--- config.mk ---
export PLATFORM = sky130hd
export DESIGN_NAME = inv_mix_columns_seq
export DESIGN_NICKNAME = d
export VERILOG_FILES = /design/src/rtl/inv_mix_columns_seq.sv
export SDC_FILE = /design/constraint.sdc
export NUM_CORES = 1
export LEC_CHECK = 0
export CAP_MARGIN = 25
export CORE_MARGIN = 2
export CORE_UTILIZATION = 48
export DETAILED_ROUTE_END_ITERATION = 16
export PLACE_DENSITY = 0.82
export SETUP_SLACK_MARGIN = 0.3
export SYNTH_ARGS = -nofsm -noshare
export SYNTH_HDL_FRONTEND = slang
export SYNTH_SLANG_ARGS = --single-unit
export TNS_END_PERCENT = 5
--- constraint.sdc ---
create_clock -name i_clk -period 4.1 [get_ports i_clk]
set_input_delay 1.23 -clock i_clk [delete_from_list [all_inputs] [get_ports i_clk]]
set_output_delay 1.23 -clock i_clk [all_outputs]
set_load 0.05 [all_outputs]
--- src/rtl/inv_mix_columns_seq.sv ---
// inv_mix_columns_seq
//   Applies AES InvMixColumns to a 128-bit state one column per cycle through
//   a single shared column helper. The final decryption round sets a bypass
//   flag with its request, and the state then passes through unchanged.
//
// Ports
//   i_clk        rising-edge clock
//   i_rst_n      synchronous active-low reset
//   i_in_valid   request strobe
//   o_in_ready   high only in IDLE
//   i_in_bypass  sampled with the request; 1 = pass state through
//   i_in_state   column 0 = [127:96], column 3 = [31:0], byte 0 in column MSBs
//   o_out_valid  result available (DONE)
//   i_out_ready  downstream accepts result
//   o_out_state  result state, always driven from the state register
//   o_busy       high whenever the FSM is not IDLE
module inv_mix_columns_seq (
  input  logic         i_clk,
  input  logic         i_rst_n,
  input  logic         i_in_valid,
  output logic         o_in_ready,
  input  logic         i_in_bypass,
  input  logic [127:0] i_in_state,
  output logic         o_out_valid,
  input  logic         i_out_ready,
  output logic [127:0] o_out_state,
  output logic         o_busy
);

  typedef enum logic [1:0] {IDLE, RUN, DONE} state_t;

  state_t          r_fsm;
  logic [1:0]      r_col;
  // Packed view: r_st[3] is column 0 (the MSBs), r_st[0] is column 3.
  logic [3:0][31:0] r_st;
  logic            r_in_ready;
  logic            r_out_valid;
  logic            r_busy;

  logic [31:0]     w_col_in;
  logic [31:0]     w_col_out;
  logic [1:0]      w_idx;

  // Multiply by x in GF(2^8) mod 0x11B.
  function automatic logic [7:0] xt(input logic [7:0] b);
    return {b[6:0], 1'b0} ^ (b[7] ? 8'h1b : 8'h00);
  endfunction

  function automatic logic [7:0] mul9(input logic [7:0] b);
    return xt(xt(xt(b))) ^ b;
  endfunction

  function automatic logic [7:0] mulb(input logic [7:0] b);
    return xt(xt(xt(b))) ^ xt(b) ^ b;
  endfunction

  function automatic logic [7:0] muld(input logic [7:0] b);
    return xt(xt(xt(b))) ^ xt(xt(b)) ^ b;
  endfunction

  function automatic logic [7:0] mule(input logic [7:0] b);
    return xt(xt(xt(b))) ^ xt(xt(b)) ^ xt(b);
  endfunction

  // Column col lives at packed index 3-col.
  assign w_idx    = 2'd3 - r_col;
  assign w_col_in = r_st[w_idx];

  // Shared column helper.
  always_comb begin
    logic [7:0] a0, a1, a2, a3;
    a0 = w_col_in[31:24];
    a1 = w_col_in[23:16];
    a2 = w_col_in[15:8];
    a3 = w_col_in[7:0];
    w_col_out = {mule(a0) ^ mulb(a1) ^ muld(a2) ^ mul9(a3),
                 mul9(a0) ^ mule(a1) ^ mulb(a2) ^ muld(a3),
                 muld(a0) ^ mul9(a1) ^ mule(a2) ^ mulb(a3),
                 mulb(a0) ^ muld(a1) ^ mul9(a2) ^ mule(a3)};
  end

  always_ff @(posedge i_clk) begin
    if (!i_rst_n) begin
      r_fsm       <= IDLE;
      r_col       <= 2'd0;
      r_st        <= '0;
      r_in_ready  <= 1'b1;
      r_out_valid <= 1'b0;
      r_busy      <= 1'b0;
    end else begin
      case (r_fsm)
        IDLE: begin
          if (i_in_valid) begin
            r_st       <= i_in_state;
            r_col      <= 2'd0;
            r_in_ready <= 1'b0;
            r_busy     <= 1'b1;
            if (i_in_bypass) begin
              r_fsm       <= DONE;
              r_out_valid <= 1'b1;
            end else begin
              r_fsm <= RUN;
            end
          end
        end
        RUN: begin
          r_st[w_idx] <= w_col_out;
          r_col       <= r_col + 2'd1;   // wraps to 0 after column 3
          if (r_col == 2'd3) begin
            r_fsm       <= DONE;
            r_out_valid <= 1'b1;
          end
        end
        DONE: begin
          if (i_out_ready) begin
            r_fsm       <= IDLE;
            r_out_valid <= 1'b0;
            r_in_ready  <= 1'b1;
            r_busy      <= 1'b0;
          end
        end
        default: begin
          r_fsm       <= IDLE;
          r_col       <= 2'd0;
          r_out_valid <= 1'b0;
          r_in_ready  <= 1'b1;
          r_busy      <= 1'b0;
        end
      endcase
    end
  end

  assign o_in_ready  = r_in_ready;
  assign o_out_valid = r_out_valid;
  assign o_busy      = r_busy;
  assign o_out_state = r_st;

endmodule

# --- Word-level counts from Yosys, hierarchy flattened ---
# Index checks and enable logic that the tools add are counted.
word_totals:
  input_bits: 133
  output_inout_bits: 131
  ff_bits: 135
classes:
  magnitude_cmp: 2
  eq_ne: 7
  bitwise: 50
  n_addsub: 2
  n_mux: 36
  reduce_logical: 8
op_table:
  columns: ["cell", "n"]
  rows:
  - ["$xor A8 B8 Y8", 40]
  - ["$pmux W128 S2", 1]
  - ["$bwmux W128", 1]
  - ["$mux W128", 1]
  - ["$bmux W32 S2", 1]
  - ["$demux W32 S2", 1]
  - ["$mux W32", 2]
  - ["$xor A8 B5 Y8", 8]
  - ["$mux W5", 12]
  - ["$pmux W2 S3", 2]
  - ["$mux W2", 5]
  - ["$pmux W1 S3", 3]
  - ["$ne A2 B2 Y1 const B", 4]
  - ["$mux W1", 7]
  - ["$reduce_and A3 Y1", 2]
  - ["$eq A2 B2 Y1 const B", 2]
  - ["$reduce_and A2 Y1", 2]
  - ["$reduce_and A4 Y1", 1]
  - ["$lt A2 B3 Y1 const B", 1]
  - ["$add A2 B1 Y2 const B", 1]
  - ["$eq A2 B1 Y1 const B", 1]
  - ["$ge A2 B1 Y1 const B", 1]
  - ["$logic_not A2 Y1", 1]
  - ["$not A1 Y1", 2]
  - ["3 further kinds", 3]

# --- Depth between registers and ports, before layout ---
logic_depth:
  ltp_word: 16
  ltp_mapped: 13
  ltp_nobuf: 8

# --- Worst setup path after synthesis ---
# OpenSTA, ideal clock, no wires.
synth_path:
  path_type: "register to register"
  startpoint: "reg r_col[1]"
  endpoint: "reg r_st (netlist bit o_out_state[78])"
  path_stages_with_launch: 11
  required_time_ns: 3.977
  setup_time_ns: 0.123
  slack_ns: 0.978
  arrival_time_ns: 2.999
  path_cell_list: "dfxtp_1 -> buf_6 -> buf_12 -> buf_8 -> mux4_2 -> xnor3_1 -> xnor3_1 -> xnor3_1 -> xnor2_1 -> a221oi_1 -> nor2_1"
synth_between:
  elab_chain_cells: 14
synth_lines:
  columns: ["item", "line_no", "text"]
  rows:
  - ["start, declared", "33", "logic [1:0] r_col;"]
  - ["start signal, assigned", "108", "r_col <= r_col + 2'd1;"]
  - ["$sub A2 B2 Y2 *", "66", "assign w_idx = 2'd3 - r_col;"]
  - ["$bmux W32 S2", "67", "assign w_col_in = r_st[w_idx];"]
  - ["$mux W32 (implied by the code)", "67", null]
  - ["$mux W5", "46", "return {b[6:0], 1'b0} ^ (b[7] ? 8'h1b : 8'h00);"]
  - ["$xor A8 B5 Y8 (3 in a row)", "46", null]
  - ["$xor A8 B8 Y8 (2 in a row)", "58", "return xt(xt(xt(b))) ^ xt(xt(b)) ^ b;"]
  - ["$xor A8 B8 Y8 (3 in a row)", "78", "muld(a0) ^ mul9(a1) ^ mule(a2) ^ mulb(a3),"]
  - ["$bwmux W128 *", "107", "r_st[w_idx] <= w_col_out;"]
  - ["$pmux W128 S2 *", "91", "case (r_fsm)"]
  - ["end signal, assigned", "94", "r_st <= i_in_state;"]
  - ["end signal, assigned by index", "107", null]
  - ["end, declared", "35", "logic [3:0][31:0] r_st;"]
# Every way passes the cells marked *; elsewhere a longest branch is shown, timed or not. The select of a mux whose other input is x is not followed.
# A chain may end at the register's enable or synchronous reset.

# --- Final worst setup path ---
layout_path:
  startpoint: "reg r_col[1]"
  endpoint: "reg r_st (netlist bit o_out_state[44])"
layout_between:
  elab_chain_cells: 14
layout_lines:
  columns: ["item", "line_no"]
  rows:
  - ["$sub A2 B2 Y2 *", "66"]
  - ["$bmux W32 S2", "67"]
  - ["$mux W32 (implied by the code)", "67"]
  - ["$xor A8 B5 Y8", "46"]
  - ["$mux W5 or $xor A8 B5 Y8 (tied branches)", "46"]
  - ["$xor A8 B5 Y8 or $mux W5 (tied branches)", "46"]
  - ["$xor A8 B5 Y8", "46"]
  - ["$xor A8 B8 Y8 (2 in a row)", "58"]
  - ["$xor A8 B8 Y8 (3 in a row)", "78"]
  - ["$bwmux W128 *", "107"]
  - ["$pmux W128 S2 *", "91"]
# Marks and branches as above.

==> impl.org <==
** GRT
- Entering global routing, the biggest net connects roughly 70 pins.
- Wire length of the first global-routing pass :: ~50,000 um
- Summed over all layers, the global routing overflow is 0.
- In the global route stage, overall resource usage came out at 0.359.
- The initial antenna violation count was 0.
- Via count of the first global-routing pass :: around 8,600

** Synth
- During synthesis, Yosys emitted a total of 0 warnings.
- Counting every net in the synthesized netlist gives about 1,000.
- Library cells used by synthesis :: 36
- Number of flops mapped to enable cells by yosys :: 0
- Average cell area after synthesis :: 9.96 sq um
- In the synthesized netlist the dominant register cell turns out to be dfxtp_1.
- Synth Cell Area :: roughly 8500 sq um
- Proportion of register bits with asynchronous set or reset after synthesis :: 0
- Post-synthesis instance total :: between 800 and 900
- Counting flops and latches in the post-synthesis netlist gives around 140.
- Sequential cell area fraction in the yosys report :: 0.316

** Setup path
- Length in cells of the worst reg-to-reg path :: 8
- By startpoint and endpoint, the worst setup path is classified as flip-flop to flip-flop.
- Arrival time of data at the critical path endpoint :: roughly 4000 ps
- Tracing the worst setup path back leads to its startpoint at r_col[1].
- Reg2reg start :: r_col[1]
- The worst register-to-register path ends at o_out_state[44].
- The setup check on the worst reg-to-reg path leaves a slack of 410 ps.
- STA classifies the critical path startpoint as a flip-flop.
- Worst-path maximum fanout :: 13
- The worst setup path is captured at a flip-flop.
- Following the worst setup path forward leads to its endpoint at o_out_state[44].
- For the worst setup path, the data required time is approximately 4500 ps.

** Drt
- Drt first pass iters :: 6
- For this block, the routed nets add up to between 30,000 and 40,000 um of wire.
- Routed length on met2 :: about 16,000 um
- Dividing the detail-routed via count by the number of cells gives between 6 and 7.
- The routed design uses approximately 3700 um of met3 wire.
- DRC :: 0
- In this run, the number of DRC markers left after iteration 0 of detailed routing was 1,076.
- In the final routing, the length of wire on met1 measures roughly 13,000 um.
- Highest metal layer used by the detailed router :: met4
- Average detailed-routed wire length per instance :: 25.7 um
- Detailed routing inserted a total of between 8,000 and 9,000 vias.
- The detail route stage leaves a number of antenna-violating nets equal to 0.

** Placement
- Summing all placed instances gives a cell area of 11,300 sq um.
- Gpl congestion :: 1.03
- Detailed Place HPWL :: 24,200 um
- Once placement completed, the tool counted placed cells totaling between 1,000 and 1,500.
- Buffers placed on the I/O ports in this run total around 260.

** Power
- Power Internal :: around 5.9 mW
- Total leakage power :: ~4.5 nW
- For this design the total switching power over the nets is between 5 and 6 mW.
- Of the total power, the share spent switching nets is 0.487.
- Max rail drop VDD :: roughly 0.71 mV
- Proportion of power drawn by the clock network :: 0.138
- Gate power share :: 0.714
- Power Density :: around 960 nW/um^2
- Overall power :: 11.5 mW
- Sequential fraction of design power :: 0.148

** STA
- Setup repair after global routing left no endpoint under its margin.
- Setup violators final :: 0
- Final hold violation count :: 0
- Slew @ Worst Pin :: about 1100 ps
- Accumulated negative setup slack :: 0 ps
- Of the available clock period, the critical path in the final layout requires 0.901.
- Based on the critical path, the design can be clocked at up to 271 MHz.
- Worst slew slack as a fraction of its limit :: 0.273
- After layout, the minimum clock period comes to around 3700 ps.
- The count of pins over their slew limit was 0.
- Largest clock skew in the final design :: 8.16 ps

** Final layout
- For this run, the post-layout net count is 1,223.
- The number of antenna diodes in the final layout is 0.
- In the final layout, the share of cells above drive strength 1 is 0.102.
- Relative area change from synthesis to final layout :: 39.9%
- # fillers :: between 1,000 and 1,500
- The count of cells in the finished layout, fillers not included, comes to ~1,300.
- Final cell area excluding filler cells :: 12,000 sq um

** Clock tree
- CTS built an H-tree with a depth of 4.
- Number of hold buffers added after CTS :: 0
- For the worst-skew pair, the clock arrives at the later sink with an insertion delay of about 430 ps.
- Clock tree synthesis found a total of between 100 and 150 sinks.
- Counting along the longest clock path gives a buffer depth of 2.
- Counting the buffers created by CTS gives 17.
- TritonCTS built the clock tree.
- The cell sitting at the root of the clock tree is a clkbuf_16.
- Worst-path clk slew :: ~60 ps

** Floorplan
- Count of boundary I/O pins :: about 260
- Area enclosed by the die boundary :: between 15,000 and 20,000 sq um
- The core region is 17,400 sq um.
- Die W :: about 140 um
- Starting density of the core :: 0.492
- Die height :: around 140 um
- Row generation in the floorplan step produced 48 rows.

** Job
- Max-cap viol count :: 0

** Worst hold path
- The tightest min-delay check is of the flip-flop to flip-flop type.

** Status
- The flow ran to the end, and the final reports show no timing, DRC or antenna violations.
[worst max-delay path, stage by stage, from the launching register on]
cell	delay, ps
dfxtp_2	550
buf_12	220
mux4_2	680
xor2_2	270
xnor2_1	480
xnor3_1	570
xnor3_1	450
o22ai_1	240
and2_1	170
[what timing repair did]
| item | CTS | global route |
|---|---|---|
| endpoints found under the hold margin | 0 | 0 |
| buffers inserted | 0 | 0 |
| endpoints found under the setup margin | 0 | 1 |
| gates resized for setup | 0 | 3 |
[final cells by class]
type | count | area, sq um | share of cell area
clock inverters | 12 | 153 | 0.0128
inverters | 5 | 18.8 | 0.00157
well taps | 225 | 282 | 0.0236
repair buffers | 288 | 2870 | 0.240
clock buffers | 20 | 447 | 0.0374
flip-flops and latches | 135 | 2710 | 0.226
multi-input cells | 639 | 5480 | 0.459
[flip-flops by register name (all words and copies together) (netlist names)]
signal	cells
o_in_ready	1
o_out_valid	1
r_col	2
r_fsm	2
o_out_state	128
o_busy	1
[kinds of logic after synthesis]
kind of cell	synth area share
compound gates	0.207
xor+xnor	0.269
simple gates	0.0707
flops	0.316
buf+inv	0.0469
mux	0.0844
fa+ha+maj	0.00586
[cell usage after synthesis, drive strengths merged, types with 2 or more instances]
cell type	n	share of area
a21oi	95	0.056
a221oi	24	0.025
a22oi	8	0.0070
a2bb2oi	6	0.0062
and2	29	0.021
and3	7	0.0051
buf	21	0.019
clkbuf	58	0.025
dfxtp	135	0.32
ha	4	0.0059
inv	5	0.0022
mux4	32	0.084
nand2	22	0.0097
nor2	73	0.032
nor2b	2	0.0015
o21ai	51	0.030
o221ai	62	0.064
o22ai	24	0.018
xnor2	124	0.14
xnor3	27	0.071
xor2	40	0.045
xor3	5	0.014
[metrics by stage]
stage          hold WS, ps  setup WS [ps]  utilization
4_1_cts                532            414        0.685
3_3_place_gp           496            554        0.649
3_5_place_dp           519            466        0.651
2_1_floorplan          558            978            -
6_report               527            406        0.689
5_1_grt                552            313        0.689
[worst min path at each step]
| stage | start | to | slack (ps) | depth (start not counted) |
|---|---|---|---|---|
| floorplan | r_fsm[1] | o_in_ready | 560 | 2 |
| global placement | o_out_valid | o_out_valid | 500 | 2 |
| detailed placement | o_out_state[65] | o_out_state[65] | 520 | 1 |
| CTS | o_out_state[65] | o_out_state[65] | 530 | 1 |
| global route | o_out_state[65] | o_out_state[65] | 550 | 1 |
| finish | o_busy | o_busy | 530 | 2 |
[power groups by stage]
stage	sequential, mW	combinational (mW)	clock (mW)
2_1_floorplan	2.25	5.22	0
3_3_place_gp	1.70	7.84	0
3_5_place_dp	1.70	7.92	0
4_1_cts	1.68	7.99	1.58
5_1_grt	1.70	8.46	1.64
6_report	1.69	8.18	1.58
[layout by cell type (no fill, tap or decap), types with 3 or more instances in the layout]
| master | count |
|---|---|
| a21oi_1 | 94 |
| a221oi_1 | 23 |
| a22oi_1 | 8 |
| a2bb2oi_1 | 6 |
| and2_1 | 29 |
| and3_1 | 7 |
| buf_4 | 21 |
| buf_8 | 3 |
| bufinv_16 | 3 |
| clkbuf_16 | 17 |
| clkdlybuf4s50_1 | 262 |
| clkinv_2 | 4 |
| clkinv_4 | 4 |
| dfxtp_1 | 133 |
| ha_1 | 4 |
| inv_1 | 5 |
| mux4_2 | 32 |
| nand2_1 | 21 |
| nor2_1 | 73 |
| o21ai_0 | 51 |
| o221ai_1 | 62 |
| o22ai_1 | 24 |
| xnor2_1 | 115 |
| xnor2_2 | 7 |
| xnor3_1 | 26 |
| xor2_1 | 34 |
| xor2_2 | 4 |
| xor3_1 | 3 |
[per-layer routing]
| metal | up-vias | global-route usage |
|---|---|---|
| li1 | 3613 | - |
| met1 | 4167 | 0.462 |
| met2 | 714 | 0.575 |
| met3 | 124 | 0.0795 |
| met4 | 0 | 0.168 |
| met5 | - | 0 |
(Power assumes the default switching activity.)
